--- src/rtl/rv_bus_uart_tx_pkg.sv ---
// Shared definitions for the bus-mapped UART transmitter: register
// offsets (word index within the 16-byte window), serializer states,
// STATUS bit positions and the effective-divisor helper.
package rv_bus_uart_tx_pkg;

   localparam logic [1:0] REG_DATA   = 2'd0;
   localparam logic [1:0] REG_STATUS = 2'd1;
   localparam logic [1:0] REG_DIV    = 2'd2;

   localparam int STAT_EMPTY = 0;
   localparam int STAT_FULL  = 1;
   localparam int STAT_BUSY  = 2;
   localparam int STAT_COUNT = 4;   // count occupies [11:4]

   typedef enum logic [1:0] {
      TX_IDLE,
      TX_START,
      TX_DATA,
      TX_STOP
   } tx_state_e;

   // A stored divisor of 0 would make a zero-length bit; treat it as 1.
   function automatic logic [15:0] eff_div(input logic [15:0] d);
      return (d == 16'd0) ? 16'd1 : d;
   endfunction

endpackage

--- src/rtl/rv_sync_fifo.sv ---
// Synchronous FIFO, parameterised width/depth (depth a power of two).
// Ports: clk/resetn (async active-low), push_i/wdata_i, pop_i,
//        rdata_o (head entry, valid while !empty_o), full_o, empty_o,
//        count_o (occupancy, 0..DEPTH).
// A push while full is accepted only when a pop happens in the same
// cycle; a pop while empty is ignored.
module rv_sync_fifo #(
   parameter int WIDTH = 8,
   parameter int DEPTH = 16,
   localparam int AW = $clog2(DEPTH)
) (
   input  logic             clk,
   input  logic             resetn,
   input  logic             push_i,
   input  logic [WIDTH-1:0] wdata_i,
   input  logic             pop_i,
   output logic [WIDTH-1:0] rdata_o,
   output logic             full_o,
   output logic             empty_o,
   output logic [AW:0]      count_o
);

   logic [WIDTH-1:0] mem_q [DEPTH];
   logic [AW-1:0]    wptr_q, rptr_q;
   logic [AW:0]      count_q;
   logic             do_push, do_pop;

   assign full_o  = (count_q == (AW+1)'(DEPTH));
   assign empty_o = (count_q == '0);
   assign count_o = count_q;
   assign rdata_o = mem_q[rptr_q];

   assign do_push = push_i && (!full_o || pop_i);
   assign do_pop  = pop_i && !empty_o;

   always_ff @(posedge clk) begin
      if (do_push) mem_q[wptr_q] <= wdata_i;
   end

   // Pointers wrap naturally because DEPTH is a power of two.
   always_ff @(posedge clk or negedge resetn) begin
      if (!resetn) begin
         wptr_q  <= '0;
         rptr_q  <= '0;
         count_q <= '0;
      end else begin
         if (do_push) wptr_q <= wptr_q + AW'(1);
         if (do_pop)  rptr_q <= rptr_q + AW'(1);
         if (do_push && !do_pop)      count_q <= count_q + (AW+1)'(1);
         else if (!do_push && do_pop) count_q <= count_q - (AW+1)'(1);
      end
   end

endmodule

--- src/rtl/rv_bus_uart_tx.sv ---
// Memory-mapped 8N1 UART transmitter on the picorv32 native bus.
// Ports: clk, resetn (async active-low); mem_valid/mem_instr/mem_addr/
//        mem_wdata/mem_wstrb request in; mem_ready (one-cycle pulse) and
//        mem_rdata (zero unless ready) out; uart_txd serial out (idle
//        high); tx_empty = FIFO empty and serializer idle.
// Registers (word index): DATA push, STATUS, DIVISOR; index 3 reserved.
module rv_bus_uart_tx
   import rv_bus_uart_tx_pkg::*;
#(
   parameter logic [31:0] BASE_ADDR   = 32'h1000_1000,
   parameter int          FIFO_DEPTH  = 16,
   parameter logic [15:0] DEFAULT_DIV = 16'd434
) (
   input  logic        clk,
   input  logic        resetn,
   input  logic        mem_valid,
   input  logic        mem_instr,
   input  logic [31:0] mem_addr,
   input  logic [31:0] mem_wdata,
   input  logic [3:0]  mem_wstrb,
   output logic        mem_ready,
   output logic [31:0] mem_rdata,
   output logic        uart_txd,
   output logic        tx_empty
);

   localparam int AW = $clog2(FIFO_DEPTH);

   logic        ready_q;
   logic [31:0] rdata_q;
   logic [15:0] divisor_q;
   tx_state_e   state_q;
   logic [15:0] cnt_q, div_q, div_nx;
   logic [2:0]  bit_q;
   logic [7:0]  shreg_q;
   logic        txd_q, tx_empty_q;

   logic        hit, is_write, data_push, stall, ack;
   logic [1:0]  idx;
   logic [31:0] rd_val;
   logic        fifo_push, fifo_pop, fifo_full, fifo_empty;
   logic [7:0]  fifo_rdata;
   logic [AW:0] fifo_count;

   logic unused_bits;
   assign unused_bits = ^{mem_instr, mem_addr[1:0], mem_wdata[31:16]};

   assign hit       = mem_valid && (mem_addr[31:4] == BASE_ADDR[31:4]);
   assign idx       = mem_addr[3:2];
   assign is_write  = |mem_wstrb;
   assign data_push = hit && (idx == REG_DATA) && mem_wstrb[0];
   // A full FIFO only blocks the push if the serializer is not freeing a
   // slot in this very cycle.
   assign stall     = data_push && fifo_full && !fifo_pop;
   // !ready_q enforces the dead cycle after each pulse.
   assign ack       = hit && !ready_q && !stall;
   assign fifo_push = ack && data_push;

   assign fifo_pop = !fifo_empty &&
                     ((state_q == TX_IDLE) || (state_q == TX_STOP && cnt_q == 16'd0));
   assign div_nx   = eff_div(divisor_q);

   always_comb begin
      rd_val = '0;
      case (idx)
         REG_STATUS: begin
            rd_val[STAT_EMPTY]             = fifo_empty;
            rd_val[STAT_FULL]              = fifo_full;
            rd_val[STAT_BUSY]              = (state_q != TX_IDLE);
            rd_val[STAT_COUNT +: 8]        = 8'(fifo_count);
         end
         REG_DIV: rd_val[15:0] = divisor_q;
         default: rd_val = '0;
      endcase
   end

   rv_sync_fifo #(.WIDTH(8), .DEPTH(FIFO_DEPTH)) u_fifo (
      .clk     (clk),
      .resetn  (resetn),
      .push_i  (fifo_push),
      .wdata_i (mem_wdata[7:0]),
      .pop_i   (fifo_pop),
      .rdata_o (fifo_rdata),
      .full_o  (fifo_full),
      .empty_o (fifo_empty),
      .count_o (fifo_count)
   );

   // Bus response and DIVISOR register; side effects land on the ack edge.
   always_ff @(posedge clk or negedge resetn) begin
      if (!resetn) begin
         ready_q   <= 1'b0;
         rdata_q   <= '0;
         divisor_q <= DEFAULT_DIV;
      end else begin
         ready_q <= ack;
         rdata_q <= (ack && !is_write) ? rd_val : 32'd0;
         if (ack && (idx == REG_DIV)) begin
            if (mem_wstrb[0]) divisor_q[7:0]  <= mem_wdata[7:0];
            if (mem_wstrb[1]) divisor_q[15:8] <= mem_wdata[15:8];
         end
      end
   end

   // Serializer: every symbol lasts div_q cycles (counter div_q-1 .. 0).
   // div_q is latched per frame so DIVISOR writes only affect later frames.
   always_ff @(posedge clk or negedge resetn) begin
      if (!resetn) begin
         state_q    <= TX_IDLE;
         cnt_q      <= '0;
         div_q      <= 16'd1;
         bit_q      <= '0;
         shreg_q    <= '0;
         txd_q      <= 1'b1;
         tx_empty_q <= 1'b1;
      end else begin
         tx_empty_q <= fifo_empty && (state_q == TX_IDLE);
         case (state_q)
            TX_IDLE: begin
               if (!fifo_empty) begin
                  state_q <= TX_START;
                  shreg_q <= fifo_rdata;
                  div_q   <= div_nx;
                  cnt_q   <= div_nx - 16'd1;
                  txd_q   <= 1'b0;
               end
            end
            TX_START: begin
               if (cnt_q == 16'd0) begin
                  state_q <= TX_DATA;
                  bit_q   <= '0;
                  txd_q   <= shreg_q[0];
                  cnt_q   <= div_q - 16'd1;
               end else begin
                  cnt_q <= cnt_q - 16'd1;
               end
            end
            TX_DATA: begin
               if (cnt_q == 16'd0) begin
                  cnt_q <= div_q - 16'd1;
                  if (bit_q == 3'd7) begin
                     state_q <= TX_STOP;
                     txd_q   <= 1'b1;
                  end else begin
                     bit_q   <= bit_q + 3'd1;
                     shreg_q <= {1'b0, shreg_q[7:1]};
                     txd_q   <= shreg_q[1];
                  end
               end else begin
                  cnt_q <= cnt_q - 16'd1;
               end
            end
            TX_STOP: begin
               if (cnt_q == 16'd0) begin
                  // Back-to-back: next start bit follows the stop bit directly.
                  if (!fifo_empty) begin
                     state_q <= TX_START;
                     shreg_q <= fifo_rdata;
                     div_q   <= div_nx;
                     cnt_q   <= div_nx - 16'd1;
                     txd_q   <= 1'b0;
                  end else begin
                     state_q <= TX_IDLE;
                  end
               end else begin
                  cnt_q <= cnt_q - 16'd1;
               end
            end
            default: state_q <= TX_IDLE;
         endcase
      end
   end

   assign mem_ready = ready_q;
   assign mem_rdata = rdata_q;
   assign uart_txd  = txd_q;
   assign tx_empty  = tx_empty_q;

endmodule

--- config.mk ---
export PLATFORM = sky130hd
export DESIGN_NAME = rv_bus_uart_tx
export DESIGN_NICKNAME = d
export VERILOG_FILES = /design/src/rtl/rv_bus_uart_tx_pkg.sv /design/src/rtl/rv_sync_fifo.sv /design/src/rtl/rv_bus_uart_tx.sv
export SDC_FILE = /design/constraint.sdc
export NUM_CORES = 1
export LEC_CHECK = 0
export BUFFER_PORTS_ARGS = -buffer_cell sky130_fd_sc_hd__buf_2
export CAP_MARGIN = 5
export CORE_ASPECT_RATIO = 0.5
export CORE_MARGIN = 4
export CORE_UTILIZATION = 59
export CTS_CLUSTER_SIZE = 28
export DETAILED_ROUTE_END_ITERATION = 7
export PLACE_DENSITY_LB_ADDON = 0.15
export SLEW_MARGIN = 40
export SYNTH_ARGS = -nofsm -noshare
export SYNTH_HDL_FRONTEND = slang
export SYNTH_SLANG_ARGS = --single-unit
--- constraint.sdc ---
create_clock -name clk -period 4.15 [get_ports clk]
set_input_delay 0.83 -clock clk [delete_from_list [all_inputs] [get_ports clk]]
set_output_delay 0.83 -clock clk [all_outputs]
set_load 0.02 [all_outputs]
Word-level counts from Yosys, hierarchy flattened

Memory sizes are Yosys's and may differ from the RTL's.
Cells that the tools add are included.
W data, S select, Z words.

Add/sub/neg operators: 8
Multiply operators: 0
Divide/modulo/power cells: 0
Order comparisons: 0
Equal/unequal tests: 14
Shift operators: 0
Multiplexer cells: 39
Bitwise logic cells: 0
Reductions and logical operators: 46

Operators with widths:

| operator                | count |
|---|---|
| $mux W16                | 7 |
| $pmux W16 S3            | 1 |
| $sub A16 B1 Y16 const B | 3 |
| $logic_not A16 Y1       | 2 |
| $mux W8                 | 4 |
| $pmux W16 S2            | 1 |
| $eq A28 B25 Y1 const B  | 1 |
| $pmux W8 S3             | 1 |
| $logic_and A1 B1 Y1     | 17 |
| $pmux W8 S2             | 1 |
| $pmux W3 S2             | 2 |
| $mux W2                 | 5 |
| $mux W5                 | 2 |
| $ne A2 B2 Y1 const B    | 5 |
| $mux W1                 | 9 |
| $mux W3                 | 3 |
| $add A4 B1 Y4 const B   | 2 |
| $logic_not A1 Y1        | 8 |
| $pmux W2 S4             | 1 |
| $reduce_and A4 Y1       | 2 |
| $reduce_bool A2 Y1      | 4 |
| $eq A2 B2 Y1 const B    | 3 |
| $reduce_and A2 Y1       | 3 |
| $add A5 B1 Y5 const B   | 1 |
| 16 further kinds        | 19 |

Bits in registers: 93
Bits in latches: 0
Memory bits (writable): 128
Bits in read-only memories: 0
Input port bits: 72
Output and inout port bits: 35
Word-level logic and storage cells: 122
Memories kept: 1

Memory list:

| name         | depth | width | read ports | clocked after Yosys merged registers in | write ports | RTL line           | text |
|---|---|---|---|---|---|---|---|
| u_fifo.mem_q | 16    | 8     | 1          | 0                                       | 1           | rv_sync_fifo.sv:23 | `logic [WIDTH-1:0] mem_q [DEPTH];` |

Longest topological paths before layout

Depth in word-level cells: 14
Depth in mapped cells: 15
Depth with buffers taken out: 14

Hierarchy

From an unflattened synthesis, not the netlist that was laid out.

Cells, all modules: 825
Area total of the unflattened synthesis: 10,652.7 µm²

By module, submodules not included:

| module         | times used | cells an instance | area an instance (µm²) | seq. area each (µm²) |
|---|---|---|---|---|
| rv_sync_fifo   | 1          | 323               | 5,716.7                | 4,169.0 |
| rv_bus_uart_tx | 1          | 502               | 4,936.0                | 2,011.9 |

Worst setup path after synthesis

OpenSTA, ideal clock, no wires.

Kind: register to register
Start point: register cnt_q[5]
End point: register u_fifo.count_q[4] (netlist: u_fifo.count_o[4])
Library setup time: 0.126 ns
Data arrival time: 3.206 ns
Data required time: 4.024 ns
Path slack: 0.818 ns
Stages on the path, launching flop included: 14
Buffers on the path: 1
Clock period less this slack: 3.332 ns
Cells stage by stage: dfrtp_1 or4_4 and4bb_1 buf_6 a31oi_1 nor3b_4 ha_1 inv_1 fa_1 a21o_1 a21oi_1 xnor2_1 nor2_1 xor2_1

Longest elaborated chain between the ends: 13
Elaborated cells on any way between the ends: 18
Those cells by class: 1 x mux; 17 x reduce/logical

RTL lines:

| item                                | RTL line              | text |
|---|---|---|
| start: declaration                  | rv_bus_uart_tx.sv:33  | `logic [15:0] cnt_q, div_q, div_nx;` |
| start signal: assignment            | rv_bus_uart_tx.sv:124 | `cnt_q <= div_nx - 16'd1;` |
| start signal: assignment            | rv_bus_uart_tx.sv:133 | `cnt_q <= div_q - 16'd1;` |
| start signal: assignment            | rv_bus_uart_tx.sv:135 | `cnt_q <= cnt_q - 16'd1;` |
| $logic_not A16 Y1 *                 | rv_bus_uart_tx.sv:60  | `((state_q == TX_IDLE) \|\| (state_q == TX_STOP && cnt_q == 16'd0));` |
| $logic_and A1 B1 Y1 *               | rv_bus_uart_tx.sv:60  |  |
| $logic_or A1 B1 Y1 *                | rv_bus_uart_tx.sv:60  |  |
| $logic_and A1 B1 Y1 *               | rv_bus_uart_tx.sv:59  | `assign fifo_pop = !fifo_empty &&` |
| $logic_not A1 Y1                    | rv_bus_uart_tx.sv:54  | `assign stall = data_push && fifo_full && !fifo_pop;` |
| $logic_and A1 B1 Y1                 | rv_bus_uart_tx.sv:54  |  |
| $logic_not A1 Y1                    | rv_bus_uart_tx.sv:56  | `assign ack = hit && !ready_q && !stall;` |
| $logic_and A1 B1 Y1                 | rv_bus_uart_tx.sv:56  |  |
| $logic_and A1 B1 Y1                 | rv_bus_uart_tx.sv:57  | `assign fifo_push = ack && data_push;` |
| $logic_and A1 B1 Y1 *               | rv_sync_fifo.sv:33    | `assign do_push = push_i && (!full_o \|\| pop_i);` |
| net u_fifo.do_push                  | rv_sync_fifo.sv:26    | `logic do_push, do_pop;` |
| $logic_not A1 Y1                    | rv_sync_fifo.sv:50    | `else if (!do_push && do_pop) count_q <= count_q - (AW+1)'(1);` |
| $logic_and A1 B1 Y1                 | rv_sync_fifo.sv:50    |  |
| $reduce_bool A2 Y1 (no source line) | n/a                   |  |
| end signal: assignment              | rv_sync_fifo.sv:49    | `if (do_push && !do_pop) count_q <= count_q + (AW+1)'(1);` |
| end signal: assignment              | rv_sync_fifo.sv:50    |  |
| end: declaration                    | rv_sync_fifo.sv:25    | `logic [AW:0] count_q;` |

The timed path passes the listed nets; every way through them passes the cells marked *.
A chain may end at the register's enable or synchronous reset.

Worst setup path in the final report

Ends and elaborated chain as after synthesis.

==> metrics.yaml <==
yosys_register_bits: 221
timing.critical_path.required_ns: 4.52
clock-skew-final_ns: 0.0132
floorplan.core_area_um2: 16800
grt-ovfl-total: 0
antennaDiodeCount: 0
avgViaCountPerCell: 6.06
fin_nets: 943
place.gp.congestion: 0.923
postCtsSetupBuffers: 0
period_needed_ns: 3.79
worstSkewPairLatency_ns: 0.50
detailedPlacementHpwl_um: 15700
placementRows: 33
max-cap-violations: 0
asyncSetResetFlopFracSynth: 0.421
dominant_combinational_cell_family_by_area_after_synthesis: "multiplexers"
detail_route.first_pass.iterations: 4
final_min_period_over_clock_period: 0.914
cp-start-kind: "flop"
grt_antenna_before_repair: 0
postSynthAreaPerCell_um2: 13.5
clock_sink_count: 221
dr.first_iter.drc_count: 455
synthMuxAreaShare: 0.122
post-synth-top-area-fraction: 0.371
cts.hold.buffers_added: 0
max-clock-path-buffers: 3
worstReg2RegEnd: "u_fifo.count_o[4]"
route.final.wire_length_um: 22700
final_max_slew_viol_count: 0
drive_gt1_frac: 0.247
synth_area_um2: 10400
vias_after_detailed_routing: 6586
drt-wirelength-per-cell_um: 20.9
post_synth_inst_count: 766
overall_fraction_of_global_route_tracks_in_use: 0.237
powerDensity_nw_per_um2: 509
grt_pass1_vias: 6761
ctsResizeCount: 0
setup_violations: 0
grt_pass1_wl_um: 37100
worst_slew_margin_rel: 0.482
cts_root_buffer: "clkbuf_16"
status: "finished, final reports clean"
number_of_synthesized_flops_with_an_enable_pin: 128
p_leak_nw: 4.76
achievable-frequency_mhz: 264
postRouteAntennaNets: 0
rr_startpoint: "cnt_q[5]"
worstMarginPinSlew_ns: 0.776
cts_buffers: 20
dp_slack_ns: 0.444
cp_max_fo: 10
tritoncts: "yes"
fp.dieArea_um2: 19900
yosysSeqAreaShare: 0.596
timing.setup.tns_ns: 0
chipHeight_um: 102
yosys.cell_types.count: 68
hold_class: "in -> async"
flow.area_growth_from_synthesis_pct: 12.7
cts.clk_slew.worst_paths_ns: 0.07
floorplan.die.width_um: 196
grt_start_max_net_pins: 52
worst_r2r_path_depth: 12
arithmetic_cell_share_of_the_synthesized_area_counting_full_adders_half_adders_and_majority_gates: 0.0297
synthTopCellsByCount: "edfxtp_1, dfrtp_1, nand2_1"
number_of_buffer_cells_added_on_primary_ports: 71
ys_top_cells_by_area: "edfxtp_1, dfrtp_1, mux4_2, ha_1, mux2_2"
synth-compound-area-share: 0.0754
yosys.area_share.simple: 0.105
initial_core_utilization: 0.617
setup_ws_ns: 0.356
synth_area_leader_cell: "edfxtp_1"
dominantRegCellSynth: "edfxtp_1"
yosysMostFrequentCell: "edfxtp_1"
minimum_setup_slack_among_reg_to_reg_paths_ns: 0.36
cp_data_arrival_time_ns: 4.16
cts_htree_levels: 1
critPathCaptureType: "flop"
setup.worst_path.class: "reg -> reg"
top_level_ports: 107
rsz_0062_raised_after_global_routing: "false"
post-route-drc-count: 0
synthesis.yosys.warnings: 0
synthXorXnorAreaFrac: 0.0346
final_hold_viol_count: 0
irDropWorstVdd_uv: 351
## flip-flops by register name, indices dropped and copies added, names as in the netlist
name            count
u_fifo.rptr_q       4
mem_ready           1
tx_empty            1
uart_txd            1
u_fifo.wptr_q       4
divisor_q          16
state_q             2
mem_rdata          16
div_q              16
bit_q               3
shreg_q             8
u_fifo.mem_q      128
u_fifo.count_o      5
cnt_q              16
## power breakdown
group | switching (mW) | leakage, nW | internal [mW]
logic | 0.890 | 2.05 | 0.588
clock network | 0.806 | 0.343 | 1.17
registers | 0.0896 | 2.36 | 2.40
## metal layers
layer / wire length, um / part of all wire / global-route usage
met3: 1310 / 0.057 / 0.0376
met4: 367 / 0.016 / 0.0515
met5: 0 / 0 / 0
met1: 9990 / 0.44 / 0.332
met2: 11100 / 0.49 / 0.402
## critical path: stages, from the launching register on
cell and delay, ns:
dfrtp_1 0.43, or4_4 0.56, and4bb_1 0.57, a31oi_1 0.29
nor3b_4 0.34, ha_1 0.23, inv_1 0.10, fa_1 0.42
a21o_1 0.18, a21oi_1 0.18, xnor2_1 0.15, nor2_1 0.07
xor2_1 0.14
## stage by stage
step,power [mW],cells,util,instance area [um^2],hold WS [ns]
after floorplan,3.66,781,-,10400,0.456
after global placement,3.96,1052,0.653,11000,0.445
after detailed placement,4.01,1052,0.654,11000,0.448
after CTS,5.98,1087,0.695,11700,0.366
after global routing,6.25,1087,0.695,11700,0.392
final,5.95,1087,0.695,11700,0.343
## worst max path at each step
stage                       from                 to
detailed placement  mem_addr[20]  u_fifo.count_o[4]
CTS                     cnt_q[5]  u_fifo.count_o[4]
global route            cnt_q[5]  u_fifo.count_o[4]
finish                  cnt_q[5]  u_fifo.count_o[4]
global placement    mem_addr[20]  u_fifo.count_o[4]
floorplan               cnt_q[5]  u_fifo.count_o[4]
## layout make-up
cell class	count	area, um^2
Clock buffer	24	536
Clock inverter	11	163
Fill cell	1179	5120
Inverter	25	93.8
Multi-Input combinational cell	481	3860
Sequential cell	221	6180
Tap cell	227	284
Timing Repair Buffer	98	561
## cells by family after synthesis
kind of cell    count (synthesis)
xor+xnor                       41
mux                            79
buf+inv                        79
fa+ha+maj                      24
compound gates                109
simple gates                  212
flops                         221
other cells                     1
## cells in the final DEF (no fill, tap or decap), types with 5 or more instances in the layout
| master | instances |
|---|---|
| mux2_4 | 6 |
| a211oi_1 | 9 |
| buf_4 | 28 |
| conb_1 | 16 |
| o21ai_0 | 12 |
| or3_1 | 5 |
| a22oi_1 | 6 |
| mux2_2 | 25 |
| and3_1 | 11 |
| o221ai_1 | 7 |
| xnor2_1 | 26 |
| dfstp_2 | 8 |
| o311ai_0 | 6 |
| nand3_1 | 17 |
| nand2_1 | 56 |
| nor4_1 | 12 |
| clkbuf_16 | 20 |
| nand2b_1 | 8 |
| buf_2 | 70 |
| mux4_2 | 33 |
| xor2_1 | 15 |
| nor2_1 | 51 |
| nor3_1 | 16 |
| edfxtp_1 | 128 |
| a31oi_1 | 7 |
| o211ai_1 | 8 |
| nand4_1 | 7 |
| a21oi_1 | 19 |
| mux2i_1 | 15 |
| dfrtp_1 | 84 |
| ha_1 | 23 |
| o22ai_1 | 8 |
| inv_1 | 25 |
No activity file was read; power rests on OpenSTA's default activity.
